==> src/rtl/instr_register_pkg.sv <==
`default_nettype none
// ============================================================================
// Module      : instr_register_pkg
// Description : Shared types and constants for the instruction-register
//               load path (opcode, operand and address types, depth).
// Revision    : 1.0 - initial release
// ============================================================================
package instr_register_pkg;

  typedef logic        [3:0]  opcode_t;
  typedef logic signed [31:0] operand_t;
  typedef logic        [4:0]  address_t;

  localparam int unsigned NUM_ENTRIES = 32;

  // Occupancy value at which the register file is considered full
  localparam logic [5:0] c_count_full = 6'(NUM_ENTRIES);

  // Opcode encodings used by requesters
  localparam opcode_t c_op_nop = 4'h0;
  localparam opcode_t c_op_add = 4'h1;
  localparam opcode_t c_op_sub = 4'h2;
  localparam opcode_t c_op_mul = 4'h3;

endpackage : instr_register_pkg
`default_nettype wire

==> src/rtl/arb2_rr.sv <==
`default_nettype none
// ============================================================================
// Module      : arb2_rr
// Description : Two-way arbiter. A lone request wins outright; on contention
//               the requester that did not win last time is granted.
//               Output grant is one-hot (or zero when nothing requests).
// Revision    : 1.0 - initial release
// ============================================================================
module arb2_rr (
  input  logic [1:0] req,
  input  logic       last_grant,
  output logic [1:0] gnt
);

  // Pick the single requester, or the one opposite last_grant on contention
  always_comb begin
    gnt = 2'b00;
    case (req)
      2'b01:   gnt = 2'b01;
      2'b10:   gnt = 2'b10;
      2'b11:   gnt = last_grant ? 2'b01 : 2'b10;
      default: gnt = 2'b00;
    endcase
  end

endmodule : arb2_rr
`default_nettype wire

==> src/rtl/instr_load_arbiter.sv <==
`default_nettype none
// ============================================================================
// Module      : instr_load_arbiter
// Description : Arbitrates two instruction requesters onto a single
//               registered instruction-register write port. Tracks occupancy
//               (0..32) and a wrapping write address; flush empties it.
//               Build option: INSTR_ARB_ROUND_ROBIN_EN
//                 defined   -> round-robin on contention (req0 wins first)
//                 undefined -> fixed priority, req0 always wins
// Revision    : 1.0 - initial release
// ============================================================================
module instr_load_arbiter
  import instr_register_pkg::*;
(
  input  logic      clk,
  input  logic      reset_n,
  input  logic      req0_valid,
  input  logic      req1_valid,
  input  opcode_t   req0_opcode,
  input  opcode_t   req1_opcode,
  input  operand_t  req0_operand_a,
  input  operand_t  req0_operand_b,
  input  operand_t  req1_operand_a,
  input  operand_t  req1_operand_b,
  output logic      req0_ready,
  output logic      req1_ready,
  input  logic      flush,
  output logic      load_en,
  output opcode_t   opcode,
  output operand_t  operand_a,
  output operand_t  operand_b,
  output address_t  write_pointer,
  output logic [5:0] count,
  output logic      full,
  output logic      grant_id
);

  logic       r_load_en;
  opcode_t    r_opcode;
  operand_t   r_operand_a;
  operand_t   r_operand_b;
  address_t   r_write_pointer;
  address_t   r_next_addr;
  logic [5:0] r_count;
  logic       r_grant_id;

  logic       w_block;
  logic [1:0] w_req;
  logic [1:0] w_gnt;
  logic       w_fire;
  logic       w_sel;
  logic       w_last_grant;
  logic       w_full;

  assign w_full  = (r_count == c_count_full);
  // No grant while full, flushing or held in reset
  assign w_block = w_full | flush | ~reset_n;
  assign w_req   = {req1_valid, req0_valid} & {2{~w_block}};

  arb2_rr u_arb (
    .req        (w_req),
    .last_grant (w_last_grant),
    .gnt        (w_gnt)
  );

  assign w_fire = |w_gnt;
  assign w_sel  = w_gnt[1];

`ifdef INSTR_ARB_ROUND_ROBIN_EN
  logic r_last_grant;

  // Remember the most recent winner; reset value 1 lets req0 win first
  always_ff @(posedge clk) begin
    if (!reset_n) begin
      r_last_grant <= 1'b1;
    end else if (w_fire && !flush) begin
      r_last_grant <= w_sel;
    end
  end

  assign w_last_grant = r_last_grant;
`else
  // Fixed priority: presenting last_grant=1 permanently favours req0
  assign w_last_grant = 1'b1;
`endif

  // Write port, address and occupancy registers
  always_ff @(posedge clk) begin
    if (!reset_n) begin
      r_load_en       <= 1'b0;
      r_opcode        <= '0;
      r_operand_a     <= '0;
      r_operand_b     <= '0;
      r_write_pointer <= '0;
      r_next_addr     <= '0;
      r_count         <= '0;
      r_grant_id      <= 1'b0;
    end else if (flush) begin
      r_load_en       <= 1'b0;
      r_write_pointer <= '0;
      r_next_addr     <= '0;
      r_count         <= '0;
    end else begin
      r_load_en <= w_fire;
      if (w_fire) begin
        r_opcode        <= w_sel ? req1_opcode    : req0_opcode;
        r_operand_a     <= w_sel ? req1_operand_a : req0_operand_a;
        r_operand_b     <= w_sel ? req1_operand_b : req0_operand_b;
        r_grant_id      <= w_sel;
        r_write_pointer <= r_next_addr;
        r_next_addr     <= r_next_addr + 5'd1;
        if (r_count != c_count_full) begin
          r_count <= r_count + 6'd1;
        end
      end
    end
  end

  assign req0_ready    = w_gnt[0];
  assign req1_ready    = w_gnt[1];
  assign load_en       = r_load_en;
  assign opcode        = r_opcode;
  assign operand_a     = r_operand_a;
  assign operand_b     = r_operand_b;
  assign write_pointer = r_write_pointer;
  assign count         = r_count;
  assign full          = w_full;
  assign grant_id      = r_grant_id;

endmodule : instr_load_arbiter
`default_nettype wire
==> config.mk <==
export PLATFORM = sky130hd
export DESIGN_NAME = instr_load_arbiter
export DESIGN_NICKNAME = d
export VERILOG_FILES = /design/src/rtl/instr_register_pkg.sv /design/src/rtl/arb2_rr.sv /design/src/rtl/instr_load_arbiter.sv
export SDC_FILE = /design/constraint.sdc
export NUM_CORES = 1
export LEC_CHECK = 0
export CORE_MARGIN = 1.5
export CORE_UTILIZATION = 40
export DETAILED_ROUTE_END_ITERATION = 7
export GPL_TIMING_DRIVEN = 1
export PLACE_DENSITY_LB_ADDON = 0.3
export SLEW_MARGIN = 10
export SYNTH_ARGS = -nofsm -noshare
export SYNTH_HDL_FRONTEND = slang
export SYNTH_SLANG_ARGS = --single-unit
==> constraint.sdc <==
create_clock -name clk -period 2.9 [get_ports clk]
set_input_delay 0.435 -clock clk [delete_from_list [all_inputs] [get_ports clk]]
set_output_delay 0.435 -clock clk [all_outputs]
set_load 0.005 [all_outputs]
==> metrics.txt <==
cts repair resizes=0; largest family of logic cells by synthesized area=compound AO/OA/AOI/OAI gates; initial antenna violation count=0; number of hold-repair buffers added at the cts stage=0; number of synthesis warnings=0; Final Max Tran Viols=0; CTS tree=yes; EDFF count, synth=0; antenna viol nets, final=0; syn nets=474; global placer's final weighted congestion=0.797; summed instance area of the synthesized netlist=0.00361 mm^2; leakage power figure=2.22 nW; later-pin clock latency in the skew report=0.35 ns; power share of the clock group=0.319; final count of hold timing violations=0; start-to-end type of the worst setup path=reg -> out; clock transition at the register clock pins on the worst setup and hold paths after CTS=0.09 ns; first-pass GRT wire length=18,500 um; mux cell area share after synthesis=0; Max Fanout on Critical Path=6; crit path max-delay cell type=sky130_fd_sc_hd__clkdlybuf4s50_1; share of total power in sequential cells=0.480; starting density of the core=0.414; delay of the slowest cell on the worst path=0.53 ns; data arrival time at the worst-slack endpoint=2.12 ns; DRC errors left=0; internal power summed over all cells=2.04 mW; final count of negative-setup-slack endpoints=0; Overflow after GRT=0; total clock sinks=86; DR vias=3,549; worst setup path start=count[0]; Cell Rows=34; fmax=391 MHz; proportion of register bits with asynchronous set or reset after synthesis=0; count of cell types in the netlist=30; global router's overall resource usage=0.237; final period demand of the worst path=2.56 ns; peak ir drop on the vdd network=0.000223 V; setup skew after layout=0.0144 ns; commonest non-fill, non-tap cell in the layout=sky130_fd_sc_hd__clkdlybuf4s50_1; layout cells sized above 1=0.176; fraction of power spent switching nets=0.238; diode insertion count for antenna repair=0; critical path, cell by cell=inv_1 > ha_1 > nor4b_4 > a211o_2 > inv_1 > clkdlybuf4s50_1; DRT Pass-1 Iters=4; floorplan die area=0.00961 mm^2; synthesized area divided by synthesized cell count=10.9 um^2; placeable core region=0.00872 mm^2; post-layout instance count excluding filler cells=649; most frequent cell on the critical path=sky130_fd_sc_hd__inv_1; Worst R2R Start=count[0]; simple logic cell fraction of the synthesized area=0.0610; layout overhead on the synthesized area=67.5%; share of power burned in combinational logic=0.201; # IOs=225; pin count of the biggest net entering global routing=72; vias in the first global route=3,563; clock tree root buffer cell=sky130_fd_sc_hd__clkbuf_8; Post-Synth Adder-Cell Area=0.0104; FF+latch count, synth=86; Multi-input gate area=0.00167 mm^2; class of the most critical hold timing path=reg -> reg; Sum Neg Setup Slack=0 ns; Crit path required time=2.47 ns; number of DRC violations after detailed-routing iteration 0=139; overall die width=98.0 um; post-detailed-route wirelength per cell=17.9 um; worst-case headroom to the max-slew limit=0.480; final core utilization=0.693; cell count after synthesis=330; share of synthesized area occupied by flip-flops and latches=0.477; setup repair bufs after CTS=0; Worst setup SP type=flop; commonest cells after routing, fill and taps aside=sky130_fd_sc_hd__clkdlybuf4s50_1 (223), sky130_fd_sc_hd__dfxtp_1 (86), sky130_fd_sc_hd__o21a_1 (68), sky130_fd_sc_hd__o221a_2 (68), sky130_fd_sc_hd__nand2_1 (17); Vert. Die Dim=98.0 um; H-Tree Level Count=3; slew at the pin closest to its max-slew limit=0.780 ns; maximum clock path buffer count=2; power consumption=2.68 mW; Port Buffer Count=224; number of nets in the layout=680; mean number of vias per cell=5.47; total net switching power=639 uW; # fillers=654; critical path endpoint category=output port; clock buffers created by TritonCTS=9; family with the most delay on the worst path=buffers and inverters; register area=0.00172 mm^2; buffer and inverter count on the worst path=3; dominant synthesized flop cell=sky130_fd_sc_hd__dfxtp_1; Final HPWL DP=7840 um; status=complete, no violations; number of violations of the max-capacitance limit=0; Cells after DPL=633; worst min-delay path startpoint=r_next_addr[4]; fraction of the cycle the final worst path needs=0.882; power per cell area=444 mW/mm^2; unrepaired setup endpoints after global routing=no; Detailed Route WL=11,600 um; xor and xnor fraction of the mapped netlist area=0.00970; synthesized-area fraction occupied by ao, oa, aoi and oai cells=0.379
[metrics by stage]
stage / cell area (um^2) / setup WS [ns] / hold slack (ns)
floorplan: 3610 / 0.967 / 0.431
global placement: 5850 / 0.528 / 0.441
detailed placement: 5850 / 0.509 / 0.448
CTS: 6050 / 0.339 / 0.463
global route: 6050 / 0.217 / 0.486
finish: 6050 / 0.341 / 0.461
[synthesized netlist by cell type (all sizes together) (2+ instances only)]
master  number  area share
a211o        2      0.0052
xnor2        3      0.0073
ha           3       0.010
o21a        68        0.14
o221a       68        0.21
nand3       11       0.015
a21oi        5      0.0069
nand2       17       0.018
or3          3      0.0052
buf         22       0.042
dfxtp       86        0.48
o21ai        7      0.0097
inv          7      0.0073
nor2         5      0.0052
clkbuf      13       0.014
[final timing paths]
| check | end | slack, ns | cells past startpoint |
|---|---|---|---|
| setup / recovery | req0_ready | 0.34 | 6 |
| setup reg to reg | operand_a[5] | 0.68 | 7 |
| hold / removal | write_pointer[4] | 0.46 | 2 |
| hold reg to reg | write_pointer[4] | 0.46 | 2 |
[power groups by stage]
| stage | clock (mW) | combinational, mW | sequential, mW |
|---|---|---|---|
| 3_3_place_gp | 0 | 0.529 | 1.31 |
| 4_1_cts | 0.875 | 0.543 | 1.29 |
| 6_report | 0.856 | 0.538 | 1.29 |
| 2_1_floorplan | 0 | 0.179 | 1.32 |
| 3_5_place_dp | 0 | 0.540 | 1.31 |
| 5_1_grt | 0.948 | 0.577 | 1.30 |
[layout make-up]
| type | instances | share of cell area |
|---|---|---|
| timing repair buffer | 230 | 0.379 |
| sequential | 86 | 0.285 |
| clock inverter | 5 | 0.00972 |
| clock buffer | 11 | 0.0234 |
| tap | 108 | 0.0223 |
| multi-input combinational | 202 | 0.276 |
| inverter | 7 | 0.00435 |
[worst register-to-register path: stages, from the launching register on]
cell and delay (ns):
sky130_fd_sc_hd__dfxtp_1 0.37, sky130_fd_sc_hd__inv_1 0.07, sky130_fd_sc_hd__ha_1 0.14, sky130_fd_sc_hd__nor4b_4 0.35, sky130_fd_sc_hd__a211o_2 0.21, sky130_fd_sc_hd__buf_4 0.56, sky130_fd_sc_hd__o21a_1 0.28, sky130_fd_sc_hd__o221a_2 0.17
[metal layers]
metal,up-vias,routed length [um],part of all wire,global-route usage
met3,20,845,0.073,0.0565
met2,167,5500,0.48,0.382
met1,1675,4930,0.43,0.305
li1,1687,-,-,-
met4,0,303,0.026,0.0967
met5,-,0,0,0
[sequential cells by signal (all words and copies together) (netlist names)]
signal         count
count              6
load_en            1
grant_id           1
r_next_addr        5
operand_a         32
write_pointer      5
opcode             4
operand_b         32
[cell families after synthesis]
group / after synthesis
AOI/OAI and AO/OA: 152
xor gates and xnor gates: 4
adders and majority gates: 3
buffers and inverters: 42
DFF: 86
and+or+nand+nor: 43
No activity file was read; power rests on OpenSTA's default activity.
